`src/rtl/uart_bus_bridge_pkg.sv`:
```
// UART_pkg: shared types and byte constants for the UART-to-bus debug bridge.
//   bridge_state_t : bridge FSM states
//   CMD_* / RSP_*  : frame command bytes and response codes
//   is_cmd()       : true for a recognised command byte
package UART_pkg;

    typedef enum logic [2:0] {
        IDLE,
        ADDR,
        DATA,
        BUS,
        RESP,
        ERR
    } bridge_state_t;

    localparam logic [7:0] CMD_WR  = 8'h57;
    localparam logic [7:0] CMD_RD  = 8'h52;
    localparam logic [7:0] RSP_ACK = 8'h06;
    localparam logic [7:0] RSP_NAK = 8'h15;

    function automatic logic is_cmd(input logic [7:0] b);
        return (b == CMD_WR) || (b == CMD_RD);
    endfunction

endpackage

```
`src/rtl/uart_bus_bridge_tx_seq.sv`:
```
// bridge_tx_seq: response serializer for the bridge.
// Loads either one byte (i_data[7:0]) or four bytes (i_data, MSB first) and
// hands them to the UART transmitter one at a time.
//   clk, rst     : clock, synchronous active-low reset
//   i_load       : load a new response (only while idle)
//   i_four       : 1 = four-byte response, 0 = single byte
//   i_data       : response payload
//   i_tx_ready   : transmitter can take a byte
//   o_tx_byte    : byte currently offered
//   o_tx_start   : one-cycle transmit pulse
//   o_done       : high with the tx_start of the final byte
module bridge_tx_seq (
    input  logic        clk,
    input  logic        rst,
    input  logic        i_load,
    input  logic        i_four,
    input  logic [31:0] i_data,
    input  logic        i_tx_ready,
    output logic [7:0]  o_tx_byte,
    output logic        o_tx_start,
    output logic        o_done
);

    logic [31:0] r_shift;
    logic [2:0]  r_left;
    logic        r_gap;
    logic        w_fire;

    // r_gap forces one dead cycle after every tx_start so the transmitter
    // has time to drop tx_ready before we look at it again.
    assign w_fire     = (r_left != 3'd0) && !r_gap && i_tx_ready;
    assign o_tx_start = w_fire;
    assign o_tx_byte  = r_shift[31:24];
    assign o_done     = w_fire && (r_left == 3'd1);

    always_ff @(posedge clk) begin
        if (!rst) begin
            r_shift <= '0;
            r_left  <= '0;
            r_gap   <= 1'b0;
        end else if (i_load) begin
            r_shift <= i_four ? i_data : {i_data[7:0], 24'h0};
            r_left  <= i_four ? 3'd4 : 3'd1;
            r_gap   <= 1'b0;
        end else begin
            r_gap <= w_fire;
            if (w_fire) begin
                r_shift <= {r_shift[23:0], 8'h00};
                r_left  <= r_left - 3'd1;
            end
        end
    end

endmodule

```
`src/rtl/uart_bus_bridge.sv`:
```
// uart_bus_bridge: parses UART command frames and performs single-word
// reads/writes on the memory-map bus, returning ACK/NAK or read data.
//   clk, rst            : clock, synchronous active-low reset
//   rx_byte, rx_valid   : byte stream from the UART receiver
//   tx_ready            : transmitter can accept a byte
//   tx_byte, tx_start   : byte stream to the UART transmitter
//   MemData             : bus read data (combinational in the MemRead cycle)
//   MemRead, MemWrite   : one-cycle bus strobes
//   RWAddress, WriteData: bus address / write data (held between frames)
//   halt_core           : bridge owns the bus for the current frame
//   overrun             : sticky, a byte arrived while the bridge was busy
module uart_bus_bridge
    import UART_pkg::*;
#(
    parameter int DATA_WIDTH     = 32,
    parameter int ADDR_WIDTH     = 32,
    parameter int TIMEOUT_CYCLES = 1_000_000
) (
    input  logic                  clk,
    input  logic                  rst,
    input  logic [7:0]            rx_byte,
    input  logic                  rx_valid,
    input  logic                  tx_ready,
    output logic [7:0]            tx_byte,
    output logic                  tx_start,
    input  logic [DATA_WIDTH-1:0] MemData,
    output logic                  MemRead,
    output logic                  MemWrite,
    output logic [ADDR_WIDTH-1:0] RWAddress,
    output logic [DATA_WIDTH-1:0] WriteData,
    output logic                  halt_core,
    output logic                  overrun
);

    localparam int TO_W = $clog2(TIMEOUT_CYCLES + 1);
    // r_to equals the number of cycles since the last accepted byte, so
    // deciding at TIMEOUT_CYCLES-1 puts the NAK exactly TIMEOUT_CYCLES
    // cycles after that byte.
    localparam logic [TO_W-1:0] TO_LIM = TO_W'(TIMEOUT_CYCLES - 1);

    bridge_state_t         r_state, w_next;
    logic                  r_is_wr;
    logic [1:0]            r_byte_cnt;
    logic [TO_W-1:0]       r_to;
    logic [ADDR_WIDTH-1:0] r_addr;
    logic [DATA_WIDTH-1:0] r_wdata;
    logic                  r_overrun;

    logic        w_collect, w_last, w_timeout, w_misalign;
    logic        w_load, w_load_four, w_seq_done;
    logic [31:0] w_load_data;

    assign w_collect  = (r_state == ADDR) || (r_state == DATA);
    assign w_last     = rx_valid && (r_byte_cnt == 2'd3);
    assign w_timeout  = w_collect && !rx_valid && (r_to >= TO_LIM);
    // Only meaningful on the final address byte, which carries A[1:0].
    assign w_misalign = (rx_byte[1:0] != 2'b00);

    // State register
    always_ff @(posedge clk) begin
        if (!rst) r_state <= IDLE;
        else      r_state <= w_next;
    end

    // Next-state logic
    always_comb begin
        w_next = r_state;
        case (r_state)
            IDLE: if (rx_valid) w_next = is_cmd(rx_byte) ? ADDR : ERR;
            ADDR: begin
                if (w_last)         w_next = w_misalign ? ERR : (r_is_wr ? DATA : BUS);
                else if (w_timeout) w_next = ERR;
            end
            DATA: begin
                if (w_last)         w_next = BUS;
                else if (w_timeout) w_next = ERR;
            end
            BUS:       w_next = RESP;
            RESP, ERR: if (w_seq_done) w_next = IDLE;
            default:   w_next = IDLE;
        endcase
    end

    // Output logic
    always_comb begin
        MemRead     = 1'b0;
        MemWrite    = 1'b0;
        halt_core   = (r_state != IDLE);
        w_load      = 1'b0;
        w_load_four = 1'b0;
        w_load_data = {24'h0, RSP_NAK};
        if (r_state == BUS) begin
            MemWrite    = r_is_wr;
            MemRead     = !r_is_wr;
            // Read data is sampled into the serializer at the end of BUS.
            w_load      = 1'b1;
            w_load_four = !r_is_wr;
            w_load_data = r_is_wr ? {24'h0, RSP_ACK} : MemData;
        end
        // Any path into ERR queues a single NAK.
        if ((w_next == ERR) && (r_state != ERR)) w_load = 1'b1;
    end

    // Frame assembly, timeout and overrun tracking
    always_ff @(posedge clk) begin
        if (!rst) begin
            r_is_wr    <= 1'b0;
            r_byte_cnt <= '0;
            r_to       <= '0;
            r_addr     <= '0;
            r_wdata    <= '0;
            r_overrun  <= 1'b0;
        end else begin
            if (rx_valid && (r_state == IDLE)) r_is_wr <= (rx_byte == CMD_WR);
            if (rx_valid && (r_state == ADDR)) r_addr  <= {r_addr[ADDR_WIDTH-9:0], rx_byte};
            if (rx_valid && (r_state == DATA)) r_wdata <= {r_wdata[DATA_WIDTH-9:0], rx_byte};

            // 2-bit counter wraps to 0 after the 4th byte, ready for DATA.
            if (!w_collect)    r_byte_cnt <= '0;
            else if (rx_valid) r_byte_cnt <= r_byte_cnt + 2'd1;

            if (rx_valid)       r_to <= TO_W'(1);
            else if (w_collect) r_to <= r_to + TO_W'(1);
            else                r_to <= '0;

            if (rx_valid && ((r_state == BUS) || (r_state == RESP) || (r_state == ERR)))
                r_overrun <= 1'b1;
        end
    end

    assign RWAddress = r_addr;
    assign WriteData = r_wdata;
    assign overrun   = r_overrun;

    bridge_tx_seq u_tx_seq (
        .clk        (clk),
        .rst        (rst),
        .i_load     (w_load),
        .i_four     (w_load_four),
        .i_data     (w_load_data),
        .i_tx_ready (tx_ready),
        .o_tx_byte  (tx_byte),
        .o_tx_start (tx_start),
        .o_done     (w_seq_done)
    );

endmodule

```
`config.mk`:
```
export PLATFORM = sky130hd
export DESIGN_NAME = uart_bus_bridge
export DESIGN_NICKNAME = d
export VERILOG_FILES = /design/src/rtl/uart_bus_bridge_pkg.sv /design/src/rtl/uart_bus_bridge_tx_seq.sv /design/src/rtl/uart_bus_bridge.sv
export SDC_FILE = /design/constraint.sdc
export NUM_CORES = 1
export LEC_CHECK = 0
export BUFFER_PORTS_ARGS = -buffer_cell sky130_fd_sc_hd__buf_2
export CORE_MARGIN = 2
export CORE_UTILIZATION = 58
export DETAILED_ROUTE_END_ITERATION = 8
export MAX_ROUTING_LAYER = met4
export PLACE_DENSITY = 0.85
export SLEW_MARGIN = 10
export SYNTH_ARGS = -nofsm -noshare
export SYNTH_HDL_FRONTEND = slang
export SYNTH_SLANG_ARGS = --single-unit
```
`constraint.sdc`:
```
create_clock -name clk -period 5.92 [get_ports clk]
set_input_delay 0.888 -clock clk [delete_from_list [all_inputs] [get_ports clk]]
set_output_delay 0.888 -clock clk [all_outputs]
set_load 0.01 [all_outputs]
```
==> metrics <==
run status complete, no violations; Warnings, synthesis 0; Flop pwr share 42.6%; P_int roughly 1.7 mW; die area about 0.010 mm^2; post-synthesis sequential area ratio around 47%; drt first pass iters 6; Cells after Synth 651; postcts setup bufs 0; dpl cell area 0.00593 mm^2; Worst-Margin Slew 1070 ps; initial antenna violation count 0; commonest non-fill, non-tap cells in the layout nand2_1 (174), dfxtp_1 (127), buf_2 (120); leakage power approximately 2.7 nW; # nets final 789; flops & latches, synth around 130; # setup viols final 0; clk root buf clkbuf_8; share of cells above drive strength 1 roughly a fifth; HP Class reg -> reg; Tcrit/Tclk final 66.2%; Post-Syn Area between 0.005 and 0.006 mm^2; ANT cells 0; Max Cap Viol 0; worst skew pair latency 520 ps; Post-Syn Nets 700; Final Max Tran Viols 0; library cells used by synthesis 43; Gate power share 15.3%; fmax between 0.2 and 0.3 GHz; DRC 0; Crit Path Class reg -> out; clock network power share between 40% and 50%; Post-DP HPWL 7960 um; H-tree depth 4; GRT Overall Usage roughly a quarter; fin util 70.9%; element type at the critical path end output pin; proportion of synthesized area in mux cells less than 1%; final hold violations 0; RD Place Congestion 0.873; cts hold-fix bufs 0; P per Cell Area between 300 and 400 mW/mm^2; CP Data Required Time 5030 ps; dpl cells roughly 830; wirelength, routed ~13000 um; syn avg cell area around 8.3 um^2; most common cell after layout, fill and taps aside nand2_1; Post-Route Skew ~7.7 ps; max_slew headroom 28.5%; port bufs 120; fill count 710; total power 2.30 mW; row count 35; synth-to-layout area growth 19.7%; Post-Synth Adder-Cell Area 1.15%; xor/xnor share of the synthesized area 2.75%; worst-path fanout max 30; top-level I/O count around 120; largest net degree at the start of global routing 117; grt total ovfl 0; total core area slightly above 0.009 mm^2; CTS tree yes; CP arrival ~3000 ps; Synth Area in Compound Gates 23.0%; Vias/cell around 5.6; VDD IR max 0.215 mV; First DRT Iteration DRCs 301; CTS Sinks roughly 130; total number of vias between 4000 and 5000; Clock Tree Buf Depth 2; vias in the first global route around 4500; Worst Setup Start Kind flop; TNS Setup 0 ps; fin cells 862; initial core utilization 59.2%; clock-pin transition on the worst setup and hold timing paths 60 ps; post-CTS sizing 0; total CTS buffers 17; WL per Instance approximately 15 um; sw power 0.617 mW; switching part of the total a little over a quarter; Die Width 101 um; Die H just over 100 um; design area roughly 0.0065 mm^2; RSZ-0062 raised after global routing false; largest family of logic cells by synthesized area compound AO/OA/AOI/OAI gates; first-pass GRT wire length 20700 um; Simple-Gate Fraction of Synth Area about a fifth; clock period minus worst slack between 3000 and 4000 ps; antenna viol nets, final 0
[registers in the layout (all words and copies together), names as in the netlist]
register	cells
overrun	1
u_tx_seq.r_shift	32
r_byte_cnt	2
RWAddress	32
u_tx_seq.r_gap	1
r_is_wr	1
r_to	20
WriteData	32
u_tx_seq.r_left	3
r_state	3
[power by group through the flow]
stage,Sequential (mW),Combinational [mW],Clock (mW)
finish,0.981,0.352,0.968
global route,0.989,0.393,1.02
CTS,0.979,0.350,0.976
detailed placement,0.995,0.344,0
global placement,0.993,0.328,0
floorplan,0.983,0.303,0
[synth_stat cells, drive strengths merged]
cell type    n  area share [%]
o221a        1            0.21
a31oi        2            0.23
xnor2       14             2.3
a211oi       3            0.42
o31ai        2            0.28
and4         2            0.32
xor2         3            0.48
a21boi      65             9.0
a21o         1            0.14
o211ai       3            0.42
and4bb       1            0.23
or3          8             1.0
mux2i        1            0.18
clkbuf      37             2.6
and2         1            0.12
nand3       16             1.5
nor2        33             2.3
o2bb2ai      1            0.28
nand2b       6            0.69
ha           5             1.2
nand4bb      1            0.21
nor2b        7            0.81
and3         5            0.58
o21a         4            0.55
o21ai       61             5.6
buf         14             2.0
a21oi       11             1.0
a211o        1            0.16
o22ai        1            0.12
nor4b        2            0.44
a2111oi      1            0.51
nor3         6            0.55
nand4        1            0.12
o211a       22             4.1
inv          8            0.55
dfxtp      127              47
nand2      174              12
[final cells by class]
| class | count | area (um^2) | area share (%) |
|---|---|---|---|
| Clock buffer | 19 | 432 | 6.65 |
| Multi-Input combinational cell | 465 | 2620 | 40.4 |
| Clock inverter | 11 | 119 | 1.83 |
| Inverter | 8 | 30.0 | 0.463 |
| Timing Repair Buffer | 121 | 608 | 9.37 |
| Sequential cell | 127 | 2540 | 39.2 |
| Tap cell | 111 | 139 | 2.14 |
[cells by family (layout without fill, tap and decap cells)]
family / Yosys count / after routing
buffers and inverters: 59 / 159
AND/OR/NAND/NOR: 263 / 263
flip-flops: 127 / 127
multiplexers: 1 / 1
adder cells (fa/ha/maj): 5 / 5
AO/OA/AOI/OAI: 179 / 179
XOR/XNOR: 17 / 17
[layer usage]
metal,share of wire [%],GRT usage (%),up-vias
met5,0,-,-
met4,1.9,10.3,0
met3,6.2,5.48,30
met2,50,42.5,178
met1,42,32.3,2236
li1,-,-,2380
[worst max-delay path, stage by stage (launching register included)]
cell	delay, ps
dfxtp_1	480
nor2b_1	260
nand2_1	480
nor2_2	1000
buf_2	280
[per-stage QoR]
| step | setup WS [ps] | hold slack (ps) |
|---|---|---|
| 4_1_cts | 2030 | 450 |
| 6_report | 2000 | 452 |
| 3_5_place_dp | 2420 | 442 |
| 3_3_place_gp | 2520 | 440 |
| 5_1_grt | 1750 | 463 |
| 2_1_floorplan | 3360 | 425 |
[worst paths after layout]
check	cells past startpoint	from	slack, ps	endpoint
worst min register to register	2	u_tx_seq.r_shift[7]$_SDFFE_PN0P_	450	u_tx_seq.r_shift[7]$_SDFFE_PN0P_
worst max register to register	11	u_tx_seq.r_left[0]$_SDFFE_PN0P_	2450	u_tx_seq.r_left[2]$_SDFFE_PN0P_
worst max-delay path	4	r_state[0]$_SDFF_PN0_	2000	MemRead
worst min-delay path	2	u_tx_seq.r_shift[7]$_SDFFE_PN0P_	450	u_tx_seq.r_shift[7]$_SDFFE_PN0P_
Note: power is estimated with default switching activity, not from simulation.
